==> config.mk <==
export PLATFORM = sky130hd
export DESIGN_NAME = rv_skid_buffer
export DESIGN_NICKNAME = d
export VERILOG_FILES = /design/src/rtl/rv_pkg.sv /design/src/rtl/rv_sat_counter.sv /design/src/rtl/rv_skid_buffer.sv
export SDC_FILE = /design/constraint.sdc
export NUM_CORES = 1
export LEC_CHECK = 0
export CORE_ASPECT_RATIO = 0.9
export CORE_MARGIN = 4
export CORE_UTILIZATION = 50
export DETAILED_ROUTE_END_ITERATION = 6
export PLACE_DENSITY_LB_ADDON = 0.08
export SLEW_MARGIN = 20
export SYNTH_ARGS = -nofsm -noshare
export SYNTH_HDL_FRONTEND = slang
export SYNTH_SLANG_ARGS = --single-unit
==> constraint.sdc <==
create_clock -name clk -period 4.02 [get_ports clk]
set_input_delay 0.804 -clock clk [delete_from_list [all_inputs] [get_ports clk]]
set_output_delay 0.804 -clock clk [all_outputs]
set_load 0.01 [all_outputs]
==> src/rtl/rv_pkg.sv <==
// Shared definitions for the ready/valid streaming blocks.
//
// Contents:
//   RV_DATA_W        default payload width of the 16-bit streaming interfaces
//                    (shared with the forward-only pipeline register)
//   rv_skid_state_t  skid buffer state; the encoding equals the number of
//                    held entries, so the state register doubles as occupancy
package rv_pkg;

  localparam int RV_DATA_W = 16;

  typedef enum logic [1:0] {
    EMPTY = 2'd0,  // nothing held
    BUSY  = 2'd1,  // main register valid
    FULL  = 2'd2   // main and skid registers valid
  } rv_skid_state_t;

endpackage

==> src/rtl/rv_sat_counter.sv <==
// Saturating up-counter, reusable by any stream block that wants a debug
// event count that sticks at its maximum instead of wrapping.
//
// Ports:
//   clk   rising-edge clock
//   clr   synchronous clear (highest priority)
//   inc   count one event this cycle
//   cnt   current count, holds at 2^CNT_W-1 once reached
module rv_sat_counter #(
  parameter int CNT_W = 16
) (
  input  logic             clk,
  input  logic             clr,
  input  logic             inc,
  output logic [CNT_W-1:0] cnt
);

  localparam logic [CNT_W-1:0] CNT_MAX = {CNT_W{1'b1}};
  localparam logic [CNT_W-1:0] CNT_ONE = {{(CNT_W-1){1'b0}}, 1'b1};

  logic [CNT_W-1:0] cnt_q;

  always_ff @(posedge clk) begin
    if (clr) begin
      cnt_q <= '0;
    end else if (inc && (cnt_q != CNT_MAX)) begin
      cnt_q <= cnt_q + CNT_ONE;
    end
  end

  assign cnt = cnt_q;

endmodule

==> src/rtl/rv_skid_buffer.sv <==
// Two-entry ready/valid register slice. Both the forward path (out_valid,
// data_out) and the backward path (in_ready) come straight from flops, so
// the combinational ready chain from sink to source is cut here.
//
// Handshake: a word moves when valid and ready are both high on a rising
// edge (accept = in_valid & in_ready, pop = out_valid & out_ready). The
// producer holds data_in/in_valid until accept; this block holds
// data_out/out_valid until pop. data_out is meaningless while out_valid=0.
//
// Ports:
//   clk, reset      rising-edge clock, synchronous active-high reset
//   flush           synchronous drop of all held data (stall_cnt kept)
//   data_in         upstream payload
//   in_valid        upstream valid
//   in_ready        upstream ready (flop, independent of out_ready)
//   data_out        downstream payload (main register)
//   out_valid       downstream valid (flop)
//   out_ready       downstream ready
//   occupancy       held entries 0..2 (same as the FSM state encoding)
//   stall_cnt       saturating count of cycles with out_valid & !out_ready
module rv_skid_buffer
  import rv_pkg::*;
#(
  parameter int DATA_W = RV_DATA_W,
  parameter int CNT_W  = 16
) (
  input  logic              clk,
  input  logic              reset,
  input  logic              flush,
  input  logic [DATA_W-1:0] data_in,
  input  logic              in_valid,
  output logic              in_ready,
  output logic [DATA_W-1:0] data_out,
  output logic              out_valid,
  input  logic              out_ready,
  output logic [1:0]        occupancy,
  output logic [CNT_W-1:0]  stall_cnt
);

  rv_skid_state_t state_q;
  rv_skid_state_t state_d;    // next state from the handshake alone
  rv_skid_state_t state_nxt;  // next state after flush override

  logic              in_ready_q;
  logic              out_valid_q;
  logic [DATA_W-1:0] main_q;
  logic [DATA_W-1:0] skid_q;

  logic accept;
  logic pop;
  logic load_main_in;
  logic load_main_skid;
  logic load_skid;

  assign accept = in_valid & in_ready_q;
  assign pop    = out_valid_q & out_ready;

  // Next-state and payload-steering decode.
  always_comb begin
    state_d        = state_q;
    load_main_in   = 1'b0;
    load_main_skid = 1'b0;
    load_skid      = 1'b0;
    case (state_q)
      EMPTY: begin
        if (accept) begin
          state_d      = BUSY;
          load_main_in = 1'b1;
        end
      end
      BUSY: begin
        if (accept && pop) begin
          load_main_in = 1'b1;
        end else if (accept) begin
          // Downstream stalled: the in-flight word lands in the skid slot.
          state_d   = FULL;
          load_skid = 1'b1;
        end else if (pop) begin
          state_d = EMPTY;
        end
      end
      FULL: begin
        // in_ready is low here, so only a pop can happen.
        if (pop) begin
          state_d        = BUSY;
          load_main_skid = 1'b1;
        end
      end
      default: begin
        state_d = EMPTY;
      end
    endcase
    state_nxt = flush ? EMPTY : state_d;
  end

  // Control flops. in_ready/out_valid are precomputed from the next state
  // so the ports are driven by flops rather than a decode of state_q.
  always_ff @(posedge clk) begin
    if (reset) begin
      state_q     <= EMPTY;
      in_ready_q  <= 1'b1;
      out_valid_q <= 1'b0;
    end else begin
      state_q     <= state_nxt;
      in_ready_q  <= (state_nxt != FULL);
      out_valid_q <= (state_nxt != EMPTY);
    end
  end

  // Payload registers carry no reset; their contents only matter while the
  // state says they are valid, so loads during flush/reset are harmless.
  always_ff @(posedge clk) begin
    if (load_main_in) begin
      main_q <= data_in;
    end else if (load_main_skid) begin
      main_q <= skid_q;
    end
    if (load_skid) begin
      skid_q <= data_in;
    end
  end

  rv_sat_counter #(
    .CNT_W (CNT_W)
  ) u_stall_cnt (
    .clk (clk),
    .clr (reset),
    .inc (out_valid_q & ~out_ready),
    .cnt (stall_cnt)
  );

  assign in_ready  = in_ready_q;
  assign out_valid = out_valid_q;
  assign data_out  = main_q;
  assign occupancy = state_q;

endmodule
# --- Yosys cells after proc, flatten, opt, wreduce, memory -nomap -nowiden ---
# Index checks and enable logic that the tools add are counted.
word_totals:
  latchBits: 0
  mem_bits_ro: 0
  word_cells: 36
  output_inout_bits: 36
  mem_count: 0
  register_bits: 52
  ram_bits: 0
classes:
  magnitude_cmp: 0
  eq_ne: 4
  n_mux: 16
  add_sub_neg: 1
  n_shift: 0
  n_bitwise: 4
  n_div: 0
  reduce_logical: 5
  mul: 0
op_table:
  columns: ["cell", "count"]
  rows:
  - ["16-bit two-way mux", 2]
  - ["16-bit by 1-bit adder with 16-bit output (second input constant)", 1]
  - ["16-bit inequality test (second input constant)", 1]
  - ["2-bit two-way mux", 6]
  - ["1-bit two-way mux", 6]
  - ["2-bit case mux with 3 select lines", 1]
  - ["2-bit nonzero test", 2]
  - ["1-bit AND", 3]
  - ["2-bit by 1-bit == test with 1-bit output (second input constant)", 1]
  - ["2-bit == test (second input constant)", 1]
  - ["1-bit logical AND", 2]
  - ["2-bit zero test", 1]
  - ["2-bit inequality test (second input constant)", 1]
  - ["1-bit case mux with 2 select lines", 1]
  - ["1-bit inverter", 1]

# --- Logic depth before layout (Yosys ltp) ---
# Gate-level depths: netlist of run 1.
logic_depth:
  ltp_word: 7
  mapped_depth: 6
  mapped_depth_nobuf: 5

# --- Cells and area by module ---
# From an unflattened synthesis of run 1, not the netlist that was laid out.
hier_totals:
  hier_cells: 173
  hier_area_um2: 2237.1
modules_own_cells:
  columns: ["module", "cells_each", "area_per_inst_um2", "n_inst", "seq_area_each_um2"]
  rows:
  - ["rv_skid_buffer", 74, 1388.8, 1, 1041.0]
  - ["rv_sat_counter", 99, 848.3, 1, 320.3]

# --- Least setup slack after synthesis of run 1 ---
# No wires, ideal clock.
synth_path:
  path_type: "input to register"
  from: "input port out_ready"
  to: "register main_q[0] (netlist: data_out[0]) (enable)"
  setup_slack_ns: 1.653
  required_time_ns: 3.645
  n_path_buf: 1
  t_arrival_ns: 1.992
  path_stages: 4
  cell_sequence: "a21boi_1 -> nor3_2 -> buf_6 -> nand2b_1"
synth_between:
  elab_chain_cells: 5
  word_cells_on_any_way: 7
synth_lines:
  columns: ["item", "line_no", "rtl"]
  rows:
  - ["from (decl)", "rv_skid_buffer.sv:35", "input logic out_ready,"]
  - ["1-bit AND (*)", "rv_skid_buffer.sv:56", "assign pop = out_valid_q & out_ready;"]
  - ["1-bit logical AND", "rv_skid_buffer.sv:72", "if (accept && pop) begin"]
  - ["1-bit two-way mux", "rv_skid_buffer.sv:72", null]
  - ["1-bit case mux with 2 select lines", "rv_skid_buffer.sv:64", "case (state_q)"]
  - ["2-bit nonzero test (no source line) (*)", null, null]
  - ["to (signal assigned)", "rv_skid_buffer.sv:114", "main_q <= data_in;"]
  - ["to (signal assigned)", "rv_skid_buffer.sv:116", "main_q <= skid_q;"]
  - ["to (decl)", "rv_skid_buffer.sv:46", "logic [DATA_W-1:0] main_q;"]
# Mark *: on every way between the ends. The rest lies on a longest branch, timed or not.
# A chain may end at the register's enable or synchronous reset.

# --- Worst setup path after layout of run 1 ---
layout_path:
  from: "input port out_ready"
  to: "register main_q[6] (netlist: data_out[6]) (enable)"
# Same word-level chain as after synthesis.

==> run_results.csv, run 1 <==
group,metric,value,unit
sta,period_share,67.0,%
run_status,status,"finished, final reports clean",
floorplanning,fp.coreArea,0.00413,mm²
clock_network,cts-root-buf,"clkbuf_8",
critical_path,path_max_fanout,17,
floorplanning,die_w,77.6,µm
critical_path,startpoint_type,"input port",
pwr,power_density,361,mW/mm²
clock_network,clkSinkCount,52,
sta,finalSetupViolCount,0,
logic_synthesis,synth_seq_area_share,62.5,%
sta,fmax,371,MHz
detailed_routing,finalWirelength,4380,µm
floorplanning,rows,22,
finish,area_delta_synth_final,32.5,%
clock_network,clock_path_buffers,2,
sta,fin_ws,1.33,ns
grt,grt_max_degree,22,
critical_path,end_kind,"register",
min_path,hp-class,"register to register",
logic_synthesis,synth_cell_types,36,
sta,setup-tns-final,0,ns
finish,multi_input_area,771,µm²
sta,whs,0.529,ns
sta,finalMaxSlewViolations,0,
clock_network,cts_buffers,5,
place,dp_slack,0.968,ns
critical_path,cp.required,3.95,ns
logic_synthesis,synth_edf_count,32,
finish,drive_gt1_share,14.0,%
finish,instances_no_fill,277,
finish,final.fill_count,296,
clock_network,cts-hold-fix-buffers,0,
sta,timing.slew.headroom,38.5,%
clock_network,clk_latency,0.29,ns
clock_network,cts_setup_buffers,0,
sta,rsz0062_at_grt,"no",
detailed_routing,viasPerCell,5.76,
clock_network,cts_tree,"yes",
floorplanning,io_pins,57,
logic_synthesis,async_flop_share,0,%
logic_synthesis,syn_area_per_cell,13.0,µm²
place,io_buffers,56,
place,gp_congestion,0.784,
grt,grt_pass1_vias,1529,
detailed_routing,route.detailed.drc,0,
detailed_routing,ant_nets,0,
finish,finalNetCount,250,
grt,grt_use_total,16.4,%
logic_synthesis,syn_nets,190,
logic_synthesis,ys_seq_elements,52,
clock_network,ctsHtreeMaxLevel,2,
detailed_routing,drt_iter0_drc,109,
run,drv_cap,0,
floorplanning,die_height,70.6,µm
place,dp_hpwl,3170,µm
logic_synthesis,ys.flop_type,"edfxtp_1",
floorplanning,dieArea,0.00548,mm²
pwr,power_leakage,0.958,nW
place,placed_cells,269,
finish,fin_util,69.9,%
floorplanning,start_util,52.7,%
sta,worst_pin_slew,0.922,ns
critical_path,crit_type,"input port to register",
logic_synthesis,postSynthCellCount,168,
detailed_routing,routedWlPerCell,15.8,µm
logic_synthesis,yosys_warnings,0,
detailed_routing,first_pass_iters,4,
critical_path,cp.arrival,2.62,ns
finish,seqCellArea,0.00136,mm²
clock_network,cts-resized-gates,0,
grt,grt_pass1_wl,7130,µm
detailed_routing,num_vias,1596,
pwr,ir_drop,0.314,mV
sta,fin_skew,0.00284,ns
grt,gr-total-overflow,0,
clock_network,path_clk_slew,0.09,ns
logic_synthesis,netlist_area,0.00218,mm²
sta,period_minus_slack,2.69,ns
sta,hold_violations,0,
finish,diodes,0,
grt,antenna_found_initial,0,
==> path summary, 6_finish.rpt <==
check / startpoint / endpoint / slack (ns) / cells past startpoint
worst min register to register: u_stall_cnt.cnt[4] / u_stall_cnt.cnt[4] / 0.53 / 2
worst max register to register: out_valid / data_out[6] / 1.93 / 4
worst max-delay path: out_ready / data_out[6] / 1.33 / 5
worst min-delay path: u_stall_cnt.cnt[4] / u_stall_cnt.cnt[4] / 0.53 / 2
==> final cells by class <==
cell class                      count  share of cell area [%]
Clock buffer                        7                    2.65
Clock inverter                      1                    1.04
Inverter                            5                   0.650
Multi-Input combinational cell    107                    26.7
Sequential cell                    52                    47.2
Tap cell                           48                    2.08
Timing Repair Buffer               57                    19.7
==> power by group <==
part | internal [mW] | switching, mW | total [mW]
combinational | 0.0590 | 0.0417 | 0.101
clock | 0.186 | 0.159 | 0.345
sequential | 0.588 | 0.00759 | 0.596
total | 0.834 | 0.208 | 1.04
==> sequential cells by signal, summed over array words and instances, names as in the netlist <==
| name | flops |
|---|---|
| data_out | 16 |
| u_stall_cnt.cnt | 16 |
| skid_q | 16 |
| in_ready | 1 |
| out_valid | 1 |
| occupancy | 2 |
==> critical path, cell delays in order <==
cell             delay (ns)
clkdlybuf4s50_1        0.58
a21boi_1               0.15
nor3_2                 0.17
buf_4                  0.26
nand2b_1               0.65
==> placed cells by master, fill, tap and decap left out, types with 2 or more instances in the layout <==
cell and count:
and3_1 3, or4_1 4, a211oi_1 2, clkbuf_8 5, nand4_1 3, xnor2_1 2
o21ai_0 6, o41ai_1 2, nand4b_1 2, clkbuf_1 2, a21oi_1 10, clkdlybuf4s50_1 56
nand2_1 11, nor3_1 3, nand2b_1 2, nor2b_1 2, o31ai_1 4, nand3_1 5
nor2_1 8, edfxtp_1 32, a21oi_2 2, mux2_2 18, nor3_2 2, inv_1 5
dfxtp_1 20, or3_1 5
==> cell usage after synthesis, types with 3 or more instances <==
cell      instances  area (µm²)
nand3_1           5        25.0
nand2_1          11        41.3
nor2_1            8        30.0
nor3_1            3        15.0
or4_1             4        30.0
o31ai_1           4        30.0
inv_1             5        18.8
and3_1            3        18.8
a21oi_1          11        55.1
or3_1             5        31.3
edfxtp_1         32         961
dfxtp_1          20         400
o21ai_0           6        30.0
nand4_1           3        18.8
mux2_2           18         203
==> metrics by stage <==
step | power (mW) | area, µm²
after floorplan | 0.651 | 2180
after global placement | 0.706 | 2780
after detailed placement | 0.710 | 2780
after CTS | 1.05 | 2890
after global routing | 1.08 | 2890
final | 1.04 | 2890
==> cell families after synthesis <==
kind of cell,count (synthesis),synth area share (%)
fa+ha+maj,1,0.575
mux,19,9.77
compound gates,31,9.83
flops,52,62.5
buf+inv,9,2.24
simple gates,54,14.3
xor+xnor,2,0.805
==> metal layers <==
metal / share of wire, % / GRT usage, % / routed length [µm] / vias to the layer above
met2: 46 / 26.5 / 2030 / 63
li1: - / - / - / 759
met5: 0 / 0 / 0 / -
met3: 6.6 / 4.71 / 291 / 4
met1: 46 / 21.6 / 2020 / 770
met4: 0.91 / 4.74 / 40 / 0
Power figures use the tool's default switching activity.
==> inputs of run 2 (changes only) <==
Settings changed: CORE_UTILIZATION 50 to 43.
Clock period 4.02 ns to 2.3 ns, I/O delays scaled along.
==> run 2 against run 1 <==
Against the previous run:
- critical path type unchanged
- via count is 0.25% higher
- hold slack worse by 0.0095 ns
- highest routed layer unchanged
- sequential power is 74% higher
- first-iteration DRC count is 37% lower
- sequential cell count stayed put
- count of clock-buffer cells in the layout is 2 lower
- die area is 14% higher
- critical endpoint is now data_out[5]
- combinational power is 85% higher
- sequential share of layout area is 0.78 points lower
- worst setup slack worse by 0.94 ns
- cell area is 1.7% higher
- global-route usage is 1.7 points lower
==> run_results.csv, run 2 (synthesis results as in run 1) <==
group,metric,value,unit
run,drv_cap,0,
detailed_routing,drt_iter0_drc,69,
clock_network,cts-hold-fix-buffers,0,
detailed_routing,viasPerCell,5.35,
finish,finalNetCount,255,
grt,antenna_found_initial,0,
floorplanning,dieArea,0.00627,mm²
clock_network,cts-root-buf,"clkbuf_8",
sta,fin_ws,0.383,ns
sta,period_share,83.4,%
detailed_routing,first_pass_iters,4,
floorplanning,fp.coreArea,0.00486,mm²
grt,grt_max_degree,17,
critical_path,end_kind,"register",
place,placed_cells,291,
sta,period_minus_slack,1.92,ns
sta,finalSetupViolCount,0,
finish,diodes,0,
finish,fin_util,60.3,%
min_path,hp-class,"register to register",
pwr,power_density,590,mW/mm²
finish,multi_input_area,767,µm²
detailed_routing,ant_nets,0,
critical_path,path_max_fanout,9,
finish,drive_gt1_share,16.2,%
finish,final.fill_count,409,
clock_network,cts_tree,"yes",
detailed_routing,num_vias,1600,
sta,whs,0.519,ns
sta,timing.slew.headroom,69.7,%
sta,hold_violations,0,
run_status,status,"finished, final reports clean",
pwr,power_leakage,0.984,nW
sta,fin_skew,0.00535,ns
critical_path,cp.arrival,1.97,ns
grt,grt_pass1_vias,1516,
clock_network,cts_setup_buffers,0,
grt,grt_use_total,14.6,%
pwr,ir_drop,0.362,mV
detailed_routing,finalWirelength,4590,µm
place,dp_hpwl,3450,µm
place,gp_congestion,0.822,
clock_network,clock_path_buffers,2,
finish,layout_commonest_cell,"clkdlybuf4s50_1",
clock_network,ctsHtreeMaxLevel,2,
clock_network,cts-resized-gates,0,
floorplanning,start_util,44.8,%
clock_network,clk_latency,0.30,ns
clock_network,clkSinkCount,52,
finish,instances_no_fill,299,
grt,grt_pass1_wl,7270,µm
clock_network,cts_buffers,5,
floorplanning,die_height,75.5,µm
finish,seqCellArea,0.00136,mm²
detailed_routing,routedWlPerCell,15.4,µm
sta,fmax,522,MHz
sta,worst_pin_slew,0.453,ns
place,dp_slack,0.0473,ns
sta,rsz0062_at_grt,"no",
detailed_routing,route.detailed.drc,0,
floorplanning,io_pins,57,
sta,setup-tns-final,0,ns
grt,gr-total-overflow,0,
finish,final_cell_mix,"56 x clkdlybuf4s50_1, 32 x edfxtp_1, 20 x dfxtp_1",
floorplanning,die_w,83.0,µm
critical_path,startpoint_type,"input port",
place,io_buffers,56,
clock_network,path_clk_slew,0.09,ns
finish,area_delta_synth_final,34.8,%
critical_path,cp.required,2.35,ns
floorplanning,rows,24,
sta,finalMaxSlewViolations,0,
critical_path,crit_type,"input port to register",
==> run 2: path summary, 6_finish.rpt <==
path                            start             endpoint  slack, ns  depth (start not counted)
setup / recovery            out_ready          data_out[5]       0.38                          5
hold / removal    u_stall_cnt.cnt[14]  u_stall_cnt.cnt[14]       0.52                          2
setup reg to reg  u_stall_cnt.cnt[12]   u_stall_cnt.cnt[3]       0.48                          4
hold reg to reg   u_stall_cnt.cnt[14]  u_stall_cnt.cnt[14]       0.52                          2
==> run 2: per-stage QoR <==
step	power (mW)	cell area (µm²)
after detailed placement	1.25	2850
after global placement	1.25	2850
after global routing	1.81	2930
final	1.73	2930
after CTS	1.75	2930
after floorplan	1.14	2180
==> run 2: area by class of cell <==
class                           instances  area share [%]
Clock buffer                            5            2.35
Clock inverter                          3           0.640
Inverter                                5           0.640
Multi-Input combinational cell        107            26.1
Sequential cell                        52            46.4
Tap cell                               65            2.77
Timing Repair Buffer                   62            21.1
==> run 2: layer usage <==
metal / routed length (µm) / global-route usage (%)
met1: 2110 / 19.3
met2: 2150 / 24.0
met3: 289 / 4.00
met4: 37 / 4.54
met5: 0 / 0
==> run 2: report_power, final <==
| group | internal [mW] | switching [mW] | total, mW |
|---|---|---|---|
| Combinational | 0.112 | 0.0747 | 0.187 |
| Clock | 0.213 | 0.290 | 0.503 |
| Sequential | 1.03 | 0.0134 | 1.04 |
==> run 2: critical path, cell delays in order <==
cell,delay (ns)
clkdlybuf4s50_1,0.57
a21boi_1,0.14
nor3_2,0.23
buf_4,0.22
mux2_2,0.35
==> inputs of run 3 (changes only) <==
Clock period 2.3 ns to 1.7 ns, I/O delays scaled along.
==> run 3 against run 2 <==
Against the previous run:
- via count grew 0.81%
- critical path depth shrank 3
- sequential share of layout area shrank 1.9 points
- total power grew 36%
- cell count grew 3.3%
- utilization grew 3.0 points
- count of clock-buffer cells in the layout is the same
- global-route usage grew 0.70 points
- combinational power grew 44%
- clock skew grew 0.0025 ns
- register-to-register slack lost 0.39 ns
- worst setup slack lost 0.33 ns
==> run_results.csv, run 3 (synthesis results as in run 1) <==
group,metric,value,unit
critical_path,path_max_fanout,6,
sta,fin_skew,0.00786,ns
finish,finalNetCount,265,
clock_network,clkSinkCount,52,
floorplanning,fp.coreArea,0.00486,mm²
run_status,status,"finished, final reports clean",
critical_path,startpoint_type,"register",
sta,timing.slew.headroom,73.9,%
sta,setup-tns-final,0,ns
floorplanning,die_height,75.5,µm
clock_network,cts_buffers,5,
sta,period_share,96.9,%
critical_path,cp.arrival,1.31,ns
place,dp_hpwl,3460,µm
sta,hold_violations,0,
sta,finalSetupViolCount,0,
grt,grt_pass1_wl,7600,µm
sta,rsz0062_at_grt,"no",
sta,period_minus_slack,1.65,ns
sta,worst_pin_slew,0.390,ns
grt,grt_use_total,15.3,%
critical_path,rr_worst_depth,6,
finish,final_cell_mix,"53 x clkdlybuf4s50_1, 32 x edfxtp_1, 18 x mux2_2",
clock_network,clk_latency,0.30,ns
grt,grt_max_degree,17,
clock_network,cts-hold-fix-buffers,0,
sta,fmax,607,MHz
critical_path,cp_cell_sequence,"buf_4 > clkdlybuf4s50_1",
critical_path,slowest_delay,0.53,ns
floorplanning,io_pins,57,
grt,gr-total-overflow,0,
critical_path,r2r_end,"u_stall_cnt.cnt[3]",
detailed_routing,finalWirelength,4680,µm
clock_network,cts-root-buf,"clkbuf_8",
clock_network,clock_path_buffers,2,
min_path,hp-start,"u_stall_cnt.cnt[1]",
critical_path,reg2reg_slack,0.09,ns
place,io_buffers,56,
pwr,power_leakage,1.09,nW
floorplanning,start_util,44.8,%
finish,layout_commonest_cell,"clkdlybuf4s50_1",
run,drv_cap,0,
critical_path,cp.required,1.36,ns
min_path,min_delay_path_depth,2,
floorplanning,rows,24,
detailed_routing,ant_nets,0,
finish,fin_area,0.00308,mm²
detailed_routing,first_pass_iters,4,
clock_network,path_clk_slew,0.09,ns
grt,antenna_found_initial,0,
detailed_routing,drt_iter0_drc,50,
finish,diodes,0,
detailed_routing,route.detailed.drc,0,
place,gp_congestion,0.763,
floorplanning,die_w,83.0,µm
min_path,hp-class,"register to register",
pwr,power_density,766,mW/mm²
detailed_routing,num_vias,1613,
finish,drive_gt1_share,25.0,%
min_path,holdPathEnd,"u_stall_cnt.cnt[1]",
clock_network,ctsHtreeMaxLevel,2,
detailed_routing,routedWlPerCell,15.2,µm
detailed_routing,viasPerCell,5.22,
floorplanning,dieArea,0.00627,mm²
critical_path,end_kind,"output port",
place,placed_cells,300,
finish,area_delta_synth_final,41.6,%
pwr,ir_drop,0.445,mV
place,post_dp_cell_area,0.00296,mm²
sta,finalMaxSlewViolations,0,
critical_path,crit_type,"register to output port",
clock_network,cts_tree,"yes",
critical_path,r2r_start,"u_stall_cnt.cnt[0]",
grt,grt_pass1_vias,1582,
finish,instances_no_fill,309,
critical_path,crit_path_top_delay_cell,"clkdlybuf4s50_1",
-- run 3: worst max-delay path, delay by kind of cell (launching register included) --
| family | cells | cell delay, ns |
|---|---|---|
| flip-flops | 1 | 0.34 |
| buffers and inverters | 2 | 0.67 |
-- run 3: worst max path at each step --
stage / startpoint / to / slack (ns) / cells past startpoint
after detailed placement: out_ready / u_stall_cnt.cnt[15] / -0.38 / 5
after global placement: out_ready / u_stall_cnt.cnt[15] / -0.32 / 5
after floorplan: out_valid / data_out[10] / 0.02 / 4
final: u_stall_cnt.cnt[12] / stall_cnt[12] / 0.05 / 2
after global routing: u_stall_cnt.cnt[5] / u_stall_cnt.cnt[13] / 0.002 / 4
after CTS: u_stall_cnt.cnt[0] / stall_cnt[0] / 0.003 / 2
-- run 3: metrics by stage --
stage	power, mW	hold slack (ns)	setup WS (ns)	utilization (%)
3_5_place_dp	1.71	0.501	-0.378	60.8
2_1_floorplan	1.54	0.419	0.0202	-
6_report	2.36	0.493	0.0526	63.3
5_1_grt	2.47	0.538	0.00209	63.3
4_1_cts	2.40	0.515	0.00301	62.8
3_3_place_gp	1.70	0.487	-0.315	60.8
-- run 3: power by group --
group          internal (mW)  switching, mW
combinational          0.161          0.108
sequential              1.39         0.0172
clock                  0.288          0.398
-- run 3: routing by layer --
metal | up-vias | routed length [µm] | GRT usage, %
met5 | - | 0 | 0
li1 | 789 | - | -
met4 | 0 | 53 | 5.08
met3 | 6 | 251 | 4.32
met1 | 777 | 2090 | 19.3
met2 | 41 | 2290 | 26.2
-- run 3: cell type report --
cell class | count | area, µm²
clock buffers | 5 | 68.8
clock inverters | 3 | 18.8
fillers | 399 | 1780
inverters | 5 | 18.8
multi-input cells | 107 | 802
flip-flops and latches | 52 | 1370
well taps | 65 | 81.3
repair buffers | 72 | 722
-- run 3: what timing repair did --
action | in CTS | in global routing
buffers inserted | 0 | 1
endpoints found under the setup margin | 3 | 26
pin swaps | 0 | 4
resized for setup | 4 | 12
